**src/rtl/seq_divider.sv**
```systemverilog
// Sequential restoring divider: one shift-subtract step per clock, start/busy/done handshake.
// Divide-by-zero completes immediately with an all-ones quotient and a sticky flag.
module seq_divider #(
    parameter int unsigned DW = 6,
    parameter int unsigned VW = 3
) (
    input  logic          clk,
    input  logic          rst,
    input  logic          start,
    input  logic [DW-1:0] dividend,
    input  logic [VW-1:0] divisor,
    output logic          busy,
    output logic          done,
    output logic [DW-1:0] quotient,
    output logic [VW-1:0] remainder,
    output logic          div_by_zero
);

    localparam int unsigned RW = VW + 1;
    localparam int unsigned TW = VW + 2;
    localparam int unsigned CW = (DW > 1) ? $clog2(DW) : 1;

    typedef enum logic {
        S_IDLE,
        S_RUN
    } state_t;

    state_t          r_state;
    logic [RW-1:0]   r_rem;
    logic [DW-1:0]   r_q;
    logic [VW-1:0]   r_d;
    logic [CW-1:0]   r_cnt;
    logic            r_busy;
    logic            r_done;
    logic            r_dbz;
    logic [DW-1:0]   r_quot;
    logic [VW-1:0]   r_remo;

    logic [TW-1:0]   w_t;
    logic [TW-1:0]   w_diff;
    logic            w_ge;
    logic [RW-1:0]   w_rnext;
    logic [DW-1:0]   w_qnext;

    // One restoring step; the top bit of R is always 0, so the wide trial value truncates safely.
    always_comb begin
        w_t     = {r_rem, r_q[DW-1]};
        w_diff  = w_t - TW'(r_d);
        w_ge    = (w_t >= TW'(r_d));
        w_rnext = RW'(w_ge ? w_diff : w_t);
        w_qnext = {r_q[DW-2:0], w_ge};
    end

    always_ff @(posedge clk) begin
        if (rst) begin
            r_state <= S_IDLE;
            r_rem   <= '0;
            r_q     <= '0;
            r_d     <= '0;
            r_cnt   <= '0;
            r_busy  <= 1'b0;
            r_done  <= 1'b0;
            r_dbz   <= 1'b0;
            r_quot  <= '0;
            r_remo  <= '0;
        end else begin
            case (r_state)
                S_IDLE: begin
                    r_done <= 1'b0;
                    if (start) begin
                        if (divisor != '0) begin
                            r_rem   <= '0;
                            r_q     <= dividend;
                            r_d     <= divisor;
                            r_cnt   <= '0;
                            r_busy  <= 1'b1;
                            r_dbz   <= 1'b0;
                            r_state <= S_RUN;
                        end else begin
                            r_done <= 1'b1;
                            r_dbz  <= 1'b1;
                            r_quot <= '1;
                            r_remo <= '0;
                        end
                    end
                end
                S_RUN: begin
                    r_rem <= w_rnext;
                    r_q   <= w_qnext;
                    r_cnt <= r_cnt + CW'(1);
                    // Final step publishes its own result directly, so outputs never show partial values.
                    if (r_cnt == CW'(DW - 1)) begin
                        r_quot  <= w_qnext;
                        r_remo  <= w_rnext[VW-1:0];
                        r_done  <= 1'b1;
                        r_busy  <= 1'b0;
                        r_state <= S_IDLE;
                    end
                end
                default: r_state <= S_IDLE;
            endcase
        end
    end

    assign busy        = r_busy;
    assign done        = r_done;
    assign quotient    = r_quot;
    assign remainder   = r_remo;
    assign div_by_zero = r_dbz;

endmodule

```
**config.mk**
```make
export PLATFORM = sky130hd
export DESIGN_NAME = seq_divider
export DESIGN_NICKNAME = d
export VERILOG_FILES = /design/src/rtl/seq_divider.sv
export SDC_FILE = /design/constraint.sdc
export NUM_CORES = 1
export LEC_CHECK = 0
export BUFFER_PORTS_ARGS = -buffer_cell sky130_fd_sc_hd__buf_2
export CAP_MARGIN = 20
export CORE_MARGIN = 8
export CORE_UTILIZATION = 49
export CTS_CLUSTER_SIZE = 14
export DETAILED_ROUTE_END_ITERATION = 16
export GPL_TIMING_DRIVEN = 0
export HOLD_SLACK_MARGIN = 0.03
export PLACE_DENSITY = 0.71
export SYNTH_ARGS = -nofsm -noshare
export SYNTH_HDL_FRONTEND = slang
export SYNTH_SLANG_ARGS = --single-unit
```
**constraint.sdc**
```tcl
create_clock -name clk -period 1.7 [get_ports clk]
set_input_delay 0.255 -clock clk [delete_from_list [all_inputs] [get_ports clk]]
set_output_delay 0.255 -clock clk [all_outputs]
set_load 0.05 [all_outputs]
```
==> Word-level counts from Yosys, hierarchy flattened <==
Index checks and enable logic that the tools add are counted.
{ "op_classes": {"n_lt_le_gt_ge": 1, "n_shift": 0, "div_mod_pow": 0, "mux": 30, "eq_ne": 5, "addsub": 2, "n_bitwise": 1, "reduce_logical": 6, "n_mul": 0} }
{ "op_table": {"columns": ["cell", "count"], "rows": [
  ["$mux 6", 5],
  ["$pmux 6 s2", 2],
  ["$mux 3", 5],
  ["$mux 4", 3],
  ["$pmux 3 s2", 2],
  ["$mux 1", 9],
  ["$reduce_and 3->1", 3],
  ["$pmux 4 s2", 1],
  ["$ne 2x2->1 const B", 3],
  ["$pmux 1 s2", 3],
  ["$ge 5x3->1", 1],
  ["$reduce_and 2->1", 2],
  ["$sub 4x3->4", 1],
  ["$add 3x1->3 const B", 1],
  ["$eq 3x3->1 const B", 1],
  ["$reduce_bool 3->1", 1],
  ["$ne 2x1->1 const B", 1],
  ["$not 1->1", 1]
]} }
{ "word_totals": {"in_bits": 12, "ff_bits": 29, "elab_cells": 55, "romBits": 0, "latchBits": 0, "ramBits": 0, "output_inout_bits": 12, "memories": 0} }

==> Longest topological paths before layout <==
Gate-level depths: netlist (run 1).
{ "logic_depth": {"word_depth": 4, "depth_mapped": 7, "depth_no_buf": 7} }

==> Least setup slack after synthesis (run 1) <==
No wires, ideal clock.
{ "synth_timing": {"path_kind": "reg-to-reg", "startpoint": "register r_q[5]", "endpoint": "register r_rem[2]", "period_less_slack_ps": 1774, "required_ps": 1584, "t_arrival_ps": 1658, "path_stages_with_launch": 8, "setup_slack_ps": -74, "setup_ps": 116, "n_path_buf": 1, "cell_sequence": "dfxtp_1 -> inv_1 -> ha_1 -> and3_4 -> or2_1 -> clkbuf_2 -> or3_1 -> a31o_1"} }
{ "synth_via": {"elab_chain_cells": 3, "elab_cells_between_ends": 4, "classes_between": "add/sub (1); order compare (1); mux (2)"} }
{ "synth_rtl": {"columns": ["element", "line_no", "source"], "rows": [
  ["start: declaration", "30", "logic [DW-1:0] r_q;"],
  ["start signal: assignment", "73", "r_q <= dividend;"],
  ["start signal: assignment", "89", "r_q <= w_qnext;"],
  ["$sub 4x3->4 or $ge 5x3->1 (tied branches)", "48, 49", null],
  ["$mux 4 *", "50", "w_rnext = RW'(w_ge ? w_diff : w_t);"],
  ["$pmux 4 s2 *", "67", "case (r_state)"],
  ["end signal: assignment", "88", "r_rem <= w_rnext;"],
  ["end: declaration", "29", "logic [RW-1:0] r_rem;"]
]} }
Mark *: on every way between the ends. The rest lies on a longest branch, timed or not.
A chain may end at the register's enable or synchronous reset.

==> Final worst setup path (run 1) <==
{ "layout_timing": {"startpoint": "register r_rem[1]", "endpoint": "register r_rem[2]"} }
{ "layout_via": {"elab_chain_cells": 3, "elab_cells_between_ends": 4, "classes_between": "add/sub (1); order compare (1); mux (2)"} }
{ "layout_rtl": {"columns": ["element", "line_no"], "rows": [
  ["$sub 4x3->4 or $ge 5x3->1 (tied branches)", "48, 49"],
  ["$mux 4 *", "50"],
  ["$pmux 4 s2 *", "67"]
]} }
Marked as above.

==> flow_summary.json, run 1 <==
{
  "status": "finished clean",
  "worstPathMaxFanout": 4,
  "worst-setup-path-type": "reg2reg",
  "r2r_end": "r_rem[2]",
  "cp-start-kind": "flip-flop",
  "fin_setup_tns_ns": 0,
  "grt_overflow": 0,
  "cts_tree": "done",
  "post-route-min-period_ns": 1.67,
  "core_area_sq_um": 2780,
  "postSynthAreaPerCell_sq_um": 8.54,
  "end_kind": "flip-flop",
  "pre_cts_ws_ns": -0.132,
  "drt-pass1-iter-count": 4,
  "grt.met3_usage_pct": 5.51,
  "wl_per_cell_um": 15.4,
  "tritoncts_num_sinks": 29,
  "synth-async-reset-ratio_pct": 0,
  "drt_iter0_markers": 54,
  "clk_pin_slew_worst_paths_ns": 0.09,
  "finClkSkew_ns": 0.00421,
  "grt_use_met1_pct": 17.7,
  "vias": 1330,
  "hold_slack_ns": 0.195,
  "drv_slew": 0,
  "die_area_sq_um": 4940,
  "hold_viol_final": 0,
  "io_buffers": 23,
  "antenna_found_initial": 0,
  "synth-seq-cells": 29,
  "cts_buffer_depth": 2,
  "antenna_left": 0,
  "place.gp.congestion": 0.894,
  "synth_flop_cell": "dfxtp_1",
  "synth_seq_area_share_pct": 40.2,
  "maxCapViolCount": 0,
  "worstMarginPinSlew_ns": 0.459,
  "finalSetupViolations": 0,
  "nets": 220,
  "cts_buffers": 5,
  "hp-class": "in2reg",
  "synth_cell_types": 43,
  "drc": 0,
  "dp_hpwl_um": 2570,
  "syn_to_final_growth_pct": 21.4,
  "insertedDiodeCount": 0,
  "ff2ff_setup_slack_ns": 0.03,
  "cts-htree-levels": 2,
  "power_density_nw_per_um2": 895,
  "fp.dieH_um": 70.3,
  "vdd_drop_max_mv": 0.765,
  "synth_edf_count": 0,
  "totalWireLength_um": 3600,
  "fp-row-count": 19,
  "worstPathRequired_ns": 1.93,
  "drive_gt1_share_pct": 29.6,
  "grt_max_degree": 11,
  "synth_top_area_share_pct": 40.2,
  "synth_area_sq_um": 1440,
  "netlist_instances": 169,
  "period_share_pct": 98.2,
  "synth_top_cell_by_area": "dfxtp_1",
  "grt_pass1_wl_um": 5930,
  "synth_area_leaders": "dfxtp_1 (40%), nor2_1 (6.2%), a21oi_1 (4.5%), ha_1 (4.3%), mux2i_1 (4.2%)",
  "grt_pass1_vias": 1306,
  "top_usage_layer": "met2",
  "cp.arrival_ns": 1.90,
  "post-route-worst-setup-slack_ns": 0.0299,
  "cts-hold-fix-buffers": 0,
  "clk_latency_ns": 0.33,
  "drt-vias-per-instance": 5.68,
  "dieWidth_um": 70.3,
  "start_util_pct": 51.9,
  "synth_nets": 187,
  "worstRegToRegCells": 5,
  "layout_common_cells": "buf_2 (25), nor2_1 (24), dfxtp_1 (24), a21oi_1 (12), nand2_1 (10)",
  "grtUsageTotal_pct": 14.6,
  "ios": 24,
  "r2r_start": "r_rem[1]",
  "slew_headroom_pct": 69.4,
  "layout_commonest_cell": "buf_2",
  "leakagePower_nw": 0.710,
  "endpoint": "r_rem[2]",
  "root_buffer": "clkbuf_4",
  "globalRouteMet2Util_pct": 23.4,
  "max_freq_mhz": 599,
  "cp-startpoint": "r_rem[1]",
  "ys.warnings.count": 0
}
-- per-layer routing --
| layer | vias up | share of wire, % |
|---|---|---|
| met5 | - | 0 |
| met4 | 0 | 1.2 |
| met3 | 8 | 5.1 |
| met2 | 30 | 49 |
| met1 | 625 | 44 |
| li1 | 667 | - |
-- cell usage after synthesis (2+ instances only) --
master	count
inv_1	7
nand2_1	10
o21ai_0	4
a22oi_1	2
clkbuf_1	5
mux2i_1	6
nand3b_1	2
nand2b_1	2
a211oi_1	6
nor2b_1	2
nand3_1	7
a21oi_1	13
nor3_1	8
nor2_1	24
or3_1	2
nand4_1	4
ha_1	5
nor3b_1	5
dfxtp_1	29
buf_2	2
buf_6	2
-- logic make-up (layout without fill, tap and decap cells) --
group / Yosys count / count (layout) / synth area share (%)
DFF: 29 / 29 / 40.2
and+or+nand+nor: 74 / 74 / 26.5
muxes: 6 / 6 / 4.16
AOI/OAI and AO/OA: 36 / 36 / 17.1
adders and majority gates: 6 / 6 / 5.72
buffers and inverters: 17 / 51 / 5.72
xor gates and xnor gates: 1 / 1 / 0.607
-- stage by stage --
step / instance area (sq um) / cells / total power (W) / utilization [%]
after floorplan: 1460 / 169 / 0.00103 / -
after detailed placement: 1610 / 223 / 0.00113 / 57.9
after global routing: 1750 / 234 / 0.00166 / 63.0
after CTS: 1680 / 232 / 0.00153 / 60.5
after global placement: 1610 / 223 / 0.00112 / 57.9
final: 1750 / 234 / 0.00157 / 63.0
-- sequential cells by signal (all words and copies together), names as in the netlist --
register / count
div_by_zero: 1
r_cnt: 3
r_rem: 4
r_state: 1
r_q: 6
busy: 1
remainder: 3
done: 1
quotient: 6
r_d: 3
-- how the worst min path moves through the flow --
stage                            from          end  slack, ns  cells after the start
after floorplan            divisor[2]       r_d[2]       0.39                      2
after global placement    div_by_zero  div_by_zero       0.44                      2
after detailed placement  div_by_zero  div_by_zero       0.45                      2
after CTS                  divisor[2]       r_d[2]       0.19                      3
after global routing       divisor[2]       r_d[2]       0.21                      3
final                      divisor[2]       r_d[2]       0.20                      3
-- cell type report --
cell class / count / area, sq um
fillers: 247 / 1030
repair buffers: 28 / 153
flip-flops and latches: 29 / 589
clock inverters: 2 / 10.0
plain buffers: 8 / 47.5
clock buffers: 6 / 41.3
multi-input cells: 123 / 846
well taps: 31 / 38.8
inverters: 7 / 26.3
-- worst max-delay path: stages (launching register included) --
cell and delay, ns:
dfxtp_4 0.36, ha_4 0.26, and3_4 0.19, or2_4 0.25, or3_1 0.31, a31o_1 0.21
-- power breakdown --
group	leakage [nW]	switching, W	internal (W)
clock	0.0320	0.000244	0.000157
sequential	0.240	0.0000297	0.000720
combinational	0.438	0.000242	0.000174
-- timing repair --
item / in CTS / in global routing
setup buffers: 2 / 3
resized for setup: 3 / 12
pin swaps: 1 / 3
endpoints found under the setup margin: 2 / 12
No activity file was read; power rests on OpenSTA's default activity.
==> inputs of run 2 (changes only) <==
--- a/config.mk
+++ b/config.mk
@@ -5,6 +5,7 @@
 export SDC_FILE = /design/constraint.sdc
 export NUM_CORES = 1
 export LEC_CHECK = 0
+export ABC_CLOCK_PERIOD_IN_PS = 1700
 export BUFFER_PORTS_ARGS = -buffer_cell sky130_fd_sc_hd__buf_2
 export CAP_MARGIN = 20
 export CORE_MARGIN = 8
==> constraint.sdc (replaced) <==
create_clock -name clk -period 1.7 [get_ports clk]
set_input_delay 0.085 -clock clk [delete_from_list [all_inputs] [get_ports clk]]
set_output_delay 0.085 -clock clk [all_outputs]
set_load 0.05 [all_outputs]
==> run 2 against run 1 <==
Net effect:
- via count grew 0.60%
- non-clock buffer count grew 1
- maximum frequency is essentially flat
- highest routed layer unchanged
- die area is the same
==> flow_summary.json, run 2 (synthesis gave the netlist of run 1 again) <==
{
  "path_cells": "ha_4, and3_4, or2_4, or3_1, a31o_1",
  "drive_gt1_share_pct": 29.4,
  "grt_pass1_wl_um": 5930,
  "r2r_start": "r_rem[1]",
  "grt_max_degree": 11,
  "hp-start": "divisor[1]",
  "syn_to_final_growth_pct": 22.1,
  "vdd_drop_max_mv": 0.765,
  "clk_pin_slew_worst_paths_ns": 0.09,
  "core_area_sq_um": 2780,
  "root_buffer": "clkbuf_4",
  "post-route-worst-setup-slack_ns": 0.0299,
  "netSwitchingFraction_pct": 32.9,
  "layout_common_cells": "buf_2 (25), nor2_1 (24), dfxtp_1 (24), a21oi_1 (12), nand2_1 (10)",
  "dp_hpwl_um": 2570,
  "hp-class": "in2reg",
  "worstPathRequired_ns": 1.93,
  "p_sw_w": 0.000517,
  "cts_buffer_depth": 2,
  "r2r_end": "r_rem[2]",
  "slew_headroom_pct": 68.9,
  "grt_pass1_vias": 1306,
  "seq_power_share_pct": 47.8,
  "cts_tree": "done",
  "grtUsageTotal_pct": 14.6,
  "finalSetupViolations": 0,
  "cts-htree-levels": 2,
  "worstMarginPinSlew_ns": 0.466,
  "antenna_left": 0,
  "nets": 221,
  "cp-startpoint": "r_rem[1]",
  "hold_depth": 3,
  "cts_buffers": 5,
  "place.gp.congestion": 0.894,
  "cp_slowest_cell": "dfxtp_4",
  "grt_overflow": 0,
  "fillers": 247,
  "antenna_found_initial": 0,
  "cpPeakStageDelay_ns": 0.36,
  "layout_commonest_cell": "buf_2",
  "drv_slew": 0,
  "fp.dieH_um": 70.3,
  "leakagePower_nw": 0.714,
  "fp-row-count": 19,
  "drc": 0,
  "power_frac_clock_pct": 25.6,
  "power.total_w": 0.00157,
  "wl_per_cell_um": 15.4,
  "period_share_pct": 98.2,
  "path_buf_inv": 0,
  "ios": 24,
  "post-route-min-period_ns": 1.67,
  "maxCapViolCount": 0,
  "clk_latency_ns": 0.33,
  "hold_viol_final": 0,
  "holdPathEnd": "r_d[1]",
  "cp.arrival_ns": 1.90,
  "max_freq_mhz": 599,
  "drt-vias-per-instance": 5.69,
  "status": "finished clean",
  "start_util_pct": 51.9,
  "final_cells": 235,
  "worstRegToRegCells": 5,
  "dp_cells": 223,
  "tritoncts_num_sinks": 29,
  "vias": 1338,
  "cp-start-kind": "flip-flop",
  "insertedDiodeCount": 0,
  "pre_cts_ws_ns": -0.132,
  "comb_power_share_pct": 26.6,
  "end_kind": "flip-flop",
  "worst-setup-path-type": "reg2reg",
  "internal_power_w": 0.00105,
  "totalWireLength_um": 3610,
  "worstPathMaxFanout": 4,
  "drt-pass1-iter-count": 4,
  "ff2ff_setup_slack_ns": 0.03,
  "die_area_sq_um": 4940,
  "io_buffers": 23,
  "finClkSkew_ns": 0.00506,
  "power_density_nw_per_um2": 891,
  "drt_iter0_markers": 58,
  "dieWidth_um": 70.3,
  "path_delay_family": "simple AND/OR/NAND/NOR gates"
}
==> run 2: changes by cell type in the layout (fill, tap and decap cells not counted), sizes merged <==
cell / change
dlygate4sd3: +1
==> run 2: power groups by stage <==
stage,Clock [W],Combinational [W],Sequential (W)
after floorplan,0,0.000247,0.000788
after global placement,0,0.000353,0.000764
after detailed placement,0,0.000360,0.000766
after CTS,0.000412,0.000375,0.000748
after global routing,0.000442,0.000462,0.000754
final,0.000402,0.000418,0.000750
==> run 2: per-stage QoR <==
step	TNS (ns)	cell area, sq um	util [%]	hold WS [ns]
floorplan	-0.0240	1460	-	0.225
global placement	-0.117	1610	57.9	0.352
detailed placement	-0.132	1610	57.9	0.368
CTS	0	1690	60.8	0.0356
global route	-0.00827	1760	63.3	0.0601
finish	0	1760	63.3	0.0505
==> run 2: cell type report <==
cell class / instances / area, sq um / share of cell area (%)
multi-input combinational: 123 / 846 / 48.0
sequential: 29 / 589 / 33.5
timing repair buffer: 29 / 163 / 9.23
buffer: 8 / 47.5 / 2.70
clock buffer: 6 / 41.3 / 2.34
tap: 31 / 38.8 / 2.20
inverter: 7 / 26.3 / 1.49
clock inverter: 2 / 10.0 / 0.568
==> run 2: worst max-delay path by stage <==
| stage | endpoint | slack, ns | cells past startpoint |
|---|---|---|---|
| after floorplan | r_rem[2] | -0.02 | 7 |
| after global placement | r_rem[2] | -0.12 | 6 |
| after detailed placement | r_rem[2] | -0.13 | 7 |
| after CTS | r_rem[2] | 0.002 | 6 |
| after global routing | r_rem[2] | -0.008 | 6 |
| final | r_rem[2] | 0.03 | 5 |
==> run 2: layer usage <==
layer | part of all wire, % | vias up | global-route usage [%]
met4 | 1.2 | 0 | 4.02
met2 | 49 | 36 | 23.4
met5 | 0 | - | 0
met1 | 44 | 625 | 17.7
met3 | 5.6 | 8 | 5.51
li1 | - | 669 | -
==> run 2: worst min-delay path, cell delays in order <==
cell and delay, ns:
buf_2 0.10, a22oi_1 0.08, nor2_1 0.09
==> run 2: what timing repair did <==
| action | 4_1_cts | 5_1_grt |
|---|---|---|
| setup endpoints to repair | 2 | 12 |
| pin swaps | 1 | 3 |
| setup buffers | 2 | 3 |
| gates resized for setup | 3 | 12 |
| endpoints found under the hold margin | 1 | 0 |
| hold buffers | 1 | 0 |
